`config.mk`:
```
export PLATFORM = sky130hd
export DESIGN_NAME = tap_controller_flat
export DESIGN_NICKNAME = d
export VERILOG_FILES = /design/src/rtl/tap_controller_if.sv /design/src/rtl/tap_controller.sv /design/src/flat_wrapper.sv
export SDC_FILE = /design/constraint.sdc
export NUM_CORES = 1
export LEC_CHECK = 0
export ABC_AREA = 1
export CORE_MARGIN = 5
export CORE_UTILIZATION = 25
export CTS_BUF_LIST = sky130_fd_sc_hd__clkbuf_8
export CTS_CLUSTER_SIZE = 28
export DETAILED_ROUTE_END_ITERATION = 6
export PLACE_DENSITY = 0.47
export SETUP_SLACK_MARGIN = 0.4
export SYNTH_ARGS = -nofsm -noshare
export SYNTH_HDL_FRONTEND = slang
export SYNTH_SLANG_ARGS = --single-unit
```
`constraint.sdc`:
```
create_clock -name clk -period 1.58 [get_ports clk]
set_input_delay 0.316 -clock clk [delete_from_list [all_inputs] [get_ports clk]]
set_output_delay 0.316 -clock clk [all_outputs]
set_load 0.02 [all_outputs]
```
`src/rtl/tap_controller_if.sv`:
```
// TAP pin bundle: serial scan pins, boundary-chain controls and debug state.
// The tester side uses master, the TAP controller uses slave.
interface tap_controller_if;
    logic       tms;
    logic       tdi;
    logic       tdo;
    logic       tdo_en;
    logic       bsr_tdo;
    logic       bsr_shift;
    logic       bsr_clk_en;
    logic       bsr_update;
    logic       bsr_mode;
    logic [3:0] state;

    modport master (
        output tms, tdi, bsr_tdo,
        input  tdo, tdo_en, bsr_shift, bsr_clk_en, bsr_update, bsr_mode, state
    );

    modport slave (
        input  tms, tdi, bsr_tdo,
        output tdo, tdo_en, bsr_shift, bsr_clk_en, bsr_update, bsr_mode, state
    );
endinterface

```
`src/rtl/tap_controller.sv`:
```
// IEEE 1149.1 TAP controller: 16-state FSM, 4-bit IR, IDCODE/BYPASS DRs, boundary-chain control.
// Latency: state/shift on rising TCK, tdo/tdo_en on falling TCK; no backpressure (TCK-paced).
module tap_controller #(
    parameter logic [31:0] IDCODE = 32'h1000_0001
) (
    input  logic            clk,
    input  logic            trst_n,
    tap_controller_if.slave tap
);

    localparam logic [3:0] TLR    = 4'd0;
    localparam logic [3:0] RTI    = 4'd1;
    localparam logic [3:0] SEL_DR = 4'd2;
    localparam logic [3:0] CAP_DR = 4'd3;
    localparam logic [3:0] SH_DR  = 4'd4;
    localparam logic [3:0] EX1_DR = 4'd5;
    localparam logic [3:0] PAU_DR = 4'd6;
    localparam logic [3:0] EX2_DR = 4'd7;
    localparam logic [3:0] UPD_DR = 4'd8;
    localparam logic [3:0] SEL_IR = 4'd9;
    localparam logic [3:0] CAP_IR = 4'd10;
    localparam logic [3:0] SH_IR  = 4'd11;
    localparam logic [3:0] EX1_IR = 4'd12;
    localparam logic [3:0] PAU_IR = 4'd13;
    localparam logic [3:0] EX2_IR = 4'd14;
    localparam logic [3:0] UPD_IR = 4'd15;

    localparam logic [3:0] OP_EXTEST = 4'b0000;
    localparam logic [3:0] OP_SAMPLE = 4'b0001;
    localparam logic [3:0] OP_IDCODE = 4'b0010;

    localparam logic [3:0] IR_CAPTURE = 4'b0101;

    // Bit 0 of an IEEE ID code is always 1; guard against a bad override.
    localparam logic [31:0] ID_VALUE = {IDCODE[31:1], 1'b1};

    logic        rst_n;
    logic [3:0]  state_q;
    logic [3:0]  state_nxt;
    logic [3:0]  ir_q;
    logic [3:0]  ir_sr;
    logic [31:0] id_sr;
    logic        bypass_q;
    logic        sel_bsr;
    logic        sel_id;
    logic        sel_byp;
    logic        dr_tdo;
    logic        tdo_q;
    logic        tdo_en_q;
    logic        bsr_update_q;

    // Assert asynchronously, release after one TCK so the FSM first moves on the second edge.
    always_ff @(posedge clk or negedge trst_n) begin
        if (!trst_n) begin
            rst_n <= 1'b0;
        end else begin
            rst_n <= 1'b1;
        end
    end

    always_comb begin
        state_nxt = state_q;
        case (state_q)
            TLR:     state_nxt = tap.tms ? TLR    : RTI;
            RTI:     state_nxt = tap.tms ? SEL_DR : RTI;
            SEL_DR:  state_nxt = tap.tms ? SEL_IR : CAP_DR;
            CAP_DR:  state_nxt = tap.tms ? EX1_DR : SH_DR;
            SH_DR:   state_nxt = tap.tms ? EX1_DR : SH_DR;
            EX1_DR:  state_nxt = tap.tms ? UPD_DR : PAU_DR;
            PAU_DR:  state_nxt = tap.tms ? EX2_DR : PAU_DR;
            EX2_DR:  state_nxt = tap.tms ? UPD_DR : SH_DR;
            UPD_DR:  state_nxt = tap.tms ? SEL_DR : RTI;
            SEL_IR:  state_nxt = tap.tms ? TLR    : CAP_IR;
            CAP_IR:  state_nxt = tap.tms ? EX1_IR : SH_IR;
            SH_IR:   state_nxt = tap.tms ? EX1_IR : SH_IR;
            EX1_IR:  state_nxt = tap.tms ? UPD_IR : PAU_IR;
            PAU_IR:  state_nxt = tap.tms ? EX2_IR : PAU_IR;
            EX2_IR:  state_nxt = tap.tms ? UPD_IR : SH_IR;
            UPD_IR:  state_nxt = tap.tms ? SEL_DR : RTI;
            default: state_nxt = TLR;
        endcase
    end

    always_ff @(posedge clk or negedge rst_n) begin
        if (!rst_n) begin
            state_q <= TLR;
        end else begin
            state_q <= state_nxt;
        end
    end

    // IR is forced on the edge entering TLR so it already reads IDCODE while in TLR.
    always_ff @(posedge clk or negedge rst_n) begin
        if (!rst_n) begin
            ir_sr <= IR_CAPTURE;
            ir_q  <= OP_IDCODE;
        end else begin
            if (state_q == CAP_IR) begin
                ir_sr <= IR_CAPTURE;
            end else if (state_q == SH_IR) begin
                ir_sr <= {tap.tdi, ir_sr[3:1]};
            end
            if (state_nxt == TLR) begin
                ir_q <= OP_IDCODE;
            end else if (state_q == UPD_IR) begin
                ir_q <= ir_sr;
            end
        end
    end

    assign sel_bsr = (ir_q == OP_EXTEST) || (ir_q == OP_SAMPLE);
    assign sel_id  = (ir_q == OP_IDCODE);
    assign sel_byp = !sel_bsr && !sel_id;

    always_ff @(posedge clk or negedge rst_n) begin
        if (!rst_n) begin
            id_sr    <= ID_VALUE;
            bypass_q <= 1'b0;
        end else begin
            if (sel_id && (state_q == CAP_DR)) begin
                id_sr <= ID_VALUE;
            end else if (sel_id && (state_q == SH_DR)) begin
                id_sr <= {tap.tdi, id_sr[31:1]};
            end
            if (sel_byp && (state_q == CAP_DR)) begin
                bypass_q <= 1'b0;
            end else if (sel_byp && (state_q == SH_DR)) begin
                bypass_q <= tap.tdi;
            end
        end
    end

    // IR is stable on any edge entering UpdDR, so the current selection is the right one.
    always_ff @(posedge clk or negedge rst_n) begin
        if (!rst_n) begin
            bsr_update_q <= 1'b0;
        end else begin
            bsr_update_q <= (state_nxt == UPD_DR) && sel_bsr;
        end
    end

    always_comb begin
        dr_tdo = bypass_q;
        if (sel_bsr) begin
            dr_tdo = tap.bsr_tdo;
        end else if (sel_id) begin
            dr_tdo = id_sr[0];
        end
    end

    always_ff @(negedge clk or negedge rst_n) begin
        if (!rst_n) begin
            tdo_q    <= 1'b0;
            tdo_en_q <= 1'b0;
        end else begin
            tdo_en_q <= (state_q == SH_DR) || (state_q == SH_IR);
            case (state_q)
                SH_IR:   tdo_q <= ir_sr[0];
                SH_DR:   tdo_q <= dr_tdo;
                default: tdo_q <= 1'b0;
            endcase
        end
    end

    assign tap.tdo        = tdo_q;
    assign tap.tdo_en     = tdo_en_q;
    assign tap.bsr_clk_en = sel_bsr && ((state_q == CAP_DR) || (state_q == SH_DR));
    assign tap.bsr_shift  = sel_bsr && (state_q == SH_DR);
    assign tap.bsr_update = bsr_update_q;
    assign tap.bsr_mode   = (ir_q == OP_EXTEST);
    assign tap.state      = state_q;

endmodule
```
`src/flat_wrapper.sv`:
```
// flat-port wrapper written by rule: the top's interface ports become plain ports
module tap_controller_flat 
#(
    parameter logic [31:0] IDCODE = 32'h1000_0001
)
  (clk, trst_n, tap_tms, tap_tdi, tap_bsr_tdo, tap_tdo, tap_tdo_en, tap_bsr_shift, tap_bsr_clk_en, tap_bsr_update, tap_bsr_mode, tap_state);
  tap_controller_if tap_i ();
  input  logic clk;
  input  logic trst_n;
  input wire logic [$bits(tap_i.tms)-1:0] tap_tms;
  input wire logic [$bits(tap_i.tdi)-1:0] tap_tdi;
  input wire logic [$bits(tap_i.bsr_tdo)-1:0] tap_bsr_tdo;
  output wire logic [$bits(tap_i.tdo)-1:0] tap_tdo;
  output wire logic [$bits(tap_i.tdo_en)-1:0] tap_tdo_en;
  output wire logic [$bits(tap_i.bsr_shift)-1:0] tap_bsr_shift;
  output wire logic [$bits(tap_i.bsr_clk_en)-1:0] tap_bsr_clk_en;
  output wire logic [$bits(tap_i.bsr_update)-1:0] tap_bsr_update;
  output wire logic [$bits(tap_i.bsr_mode)-1:0] tap_bsr_mode;
  output wire logic [$bits(tap_i.state)-1:0] tap_state;
  assign tap_i.tms = tap_tms;
  assign tap_i.tdi = tap_tdi;
  assign tap_i.bsr_tdo = tap_bsr_tdo;
  assign tap_tdo = tap_i.tdo;
  assign tap_tdo_en = tap_i.tdo_en;
  assign tap_bsr_shift = tap_i.bsr_shift;
  assign tap_bsr_clk_en = tap_i.bsr_clk_en;
  assign tap_bsr_update = tap_i.bsr_update;
  assign tap_bsr_mode = tap_i.bsr_mode;
  assign tap_state = tap_i.state;
  tap_controller #(.IDCODE(IDCODE)) u_core (.clk(clk), .trst_n(trst_n), .tap(tap_i));
endmodule
```
==> metrics.txt <==
worst setup path category=register to register; Worst Skew=~0.0052 ns; post-synth cell types=27; DR DRC count=0; Worst VDD drop=0.7935 mV; buffers added on ports=14; Placed Cells=412; commonest non-fill, non-tap cell in the layout=nand2_1; Required @ worst endpoint=a little over 0.9 ns; failing checks=negative setup slack; hold-fix buffers at CTS=0; Std-Cell Rows=34; HPWL Detailed=3371 um; CP arrival=1.30 ns; pin count of the biggest net entering global routing=33; Fin Setup TNS=-9.315 ns; Mean Syn Cell Area=~8.4 sq um; Final Hold Violating Endpoints=0; dpl ws=-0.4899 ns; Hold WS=about 0.15 ns; FF-to-FF setup slack=-0.36 ns; P per Cell Area=about 1800 nW/um^2; fin util=a little under half; RR Startpoint=u_core.ir_q[1]$_DFFE_PN1P_; CTS Sinks=just under 50; slowest library cell on the worst path=dfstp_2; Worst path max stage delay=between 0.5 and 0.6 ns; Final #Nets=371; Worst R2R Path Depth=3; max-slew violations=0; gr ovfl total=0; FF+latch count, synth=49; Detailed Routing Iterations Pass 1=5; I/O Pins=15; layout cells sized above 1=approximately three fifths; Mapped Area=approximately 2200 sq um; Final Instance Area=3924 sq um; first-pass GRT wire length=~9500 um; Vias=2108; Global Route Usage Sum=10.45%; crit path cell chain=nand4_1 > a21oi_2 > o22ai_2; Syn Inst Count=roughly 270; commonest non-fill, non-tap cells in the layout=nand2_1, buf_6, buf_4, dfrtp_1, nand2_2; Root Driver=clkbuf_8; CTS tree=built; asr flop ratio synth=100.0%; area grow syn2layout=76.48%; Top Family by Delay on Critical Path=flip-flops; Hold Path Class=input port to asynchronous set/reset pin; RSZ-0062 raised after global routing=true; Antenna Cells=0; Most used DFF post-synth=dfrtp_1; Clock Pin Slew Worst Setup and Hold Paths=around 0.1 ns; Post-synth EDFFs=0; worst reg2reg endpoint=u_core.tap.tdo$_DFF_NN0_; Clock Latency Late Sink=0.30 ns; initial antenna violation count=0; Clock H-tree levels=2; Chip Height=approximately 100 um; initial core utilization=roughly a quarter; die width=about 100 um; status=complete, but fails checks; Starting DRT DRC Count=129; critical path fanouts, max=3; Core Area=8678 sq um; Seq/Total Area, Yosys=a little under three fifths; Vias/cell=~4.4; die area=between 10000 and 15000 sq um; Leak=between 1.5 and 2 nW; Worst Setup Start Kind=register; Routed WL=between 6000 and 7000 um; maxcap violations=0; Inserted Clock Buffers=5; Ys Warns=0; Tot Pwr=between 7 and 8 mW; final setup violation count=44; Final ANT Viol Nets=0; CP endpoint kind=register; worst path bufs/invs=0; final std cells w/o fill=roughly 480; via count of the first global-routing pass=2020; Post-DP Area=2740 sq um; WL/cell=13.75 um; syn nets=270; Clock Path Buffers=2; Final Worst Setup Slack=-0.3630 ns; RD Place Congestion=roughly 0.8
-- per-layer routing --
metal  track usage [%]  vias to the layer above  part of all wire (%)
met2             17.42                       20                    53
met1             13.90                     1033                    44
met4             3.515                        0                   1.5
met3             1.366                        6                   1.2
li1                  -                     1049                     -
met5                 0                        -                     0
-- repair_timing --
| action | in CTS | in global routing |
|---|---|---|
| endpoints found under the setup margin | 58 | 57 |
| gates cloned | 2 | 6 |
| setup buffers | 27 | 20 |
| pin swaps | 15 | 28 |
| gates resized for setup | 132 | 87 |
-- worst max path at each step --
| stage | startpoint | to | slack (ns) | cells past startpoint |
|---|---|---|---|---|
| 5_1_grt | u_core.ir_q[1]$_DFFE_PN1P_ | u_core.tap.tdo$_DFF_NN0_ | -0.46 | 3 |
| 3_3_place_gp | u_core.tap.tdo$_DFF_NN0_ | tap_tdo | -0.50 | 1 |
| 3_5_place_dp | u_core.tap.tdo$_DFF_NN0_ | tap_tdo | -0.49 | 1 |
| 2_1_floorplan | u_core.ir_q[1]$_DFFE_PN1P_ | u_core.tap.tdo$_DFF_NN0_ | -0.41 | 3 |
| 4_1_cts | u_core.ir_q[1]$_DFFE_PN1P_ | u_core.tap.tdo$_DFF_NN0_ | -0.38 | 3 |
| 6_report | u_core.ir_q[1]$_DFFE_PN1P_ | u_core.tap.tdo$_DFF_NN0_ | -0.36 | 3 |
-- worst register-to-register path, delay by kind of cell, from the launching register on --
family,cells,cell delay [ns]
flip-flops,1,0.56
AO/OA/AOI/OAI,2,0.27
AND/OR/NAND/NOR,1,0.17
-- state kept, by name, indices dropped and copies added (netlist names) --
signal / count
u_core.id_sr: 32
u_core.ir_q: 4
u_core.ir_sr: 4
u_core.tap.state: 4
u_core.bypass_q: 1
u_core.rst_n: 1
u_core.tap.bsr_update: 1
u_core.tap.tdo: 1
u_core.tap.tdo_en: 1
-- cell families after synthesis --
group | Yosys count | share of synthesized area, %
AOI/OAI and AO/OA | 27 | 6.640
buffers and inverters | 33 | 7.146
DFF | 49 | 55.43
other | 1 | 0.1687
and+or+nand+nor | 155 | 30.61
-- synth_stat cells (3+ instances only) --
master,instances,area (sq um)
dfstp_2,5,131.4
o21ai_0,10,50.05
nand2_1,86,322.8
nand3_1,38,190.2
buf_4,3,22.52
a21oi_1,10,50.05
nor2_2,5,31.28
dfrtp_1,42,1051
nor2_1,17,63.81
inv_2,4,15.01
inv_1,20,75.07
buf_6,3,33.78
nand2_2,3,18.77
-- where the power goes --
group / internal, mW / switching (mW)
registers: 1.62 / 0.280
logic: 2.30 / 2.26
clock network: 0.315 / 0.442
total: 4.23 / 2.98
-- layout make-up --
type | instances | area, sq um
timing repair buffer | 100 | 1071
timing repair inverter | 3 | 52.55
sequential | 49 | 1241
inverter | 24 | 112.6
clock buffer | 5 | 68.82
clock inverter | 3 | 21.27
fill | 839 | 4755
multi-input combinational | 183 | 1221
tap | 108 | 135.1
No activity file was read; power rests on OpenSTA's default activity.
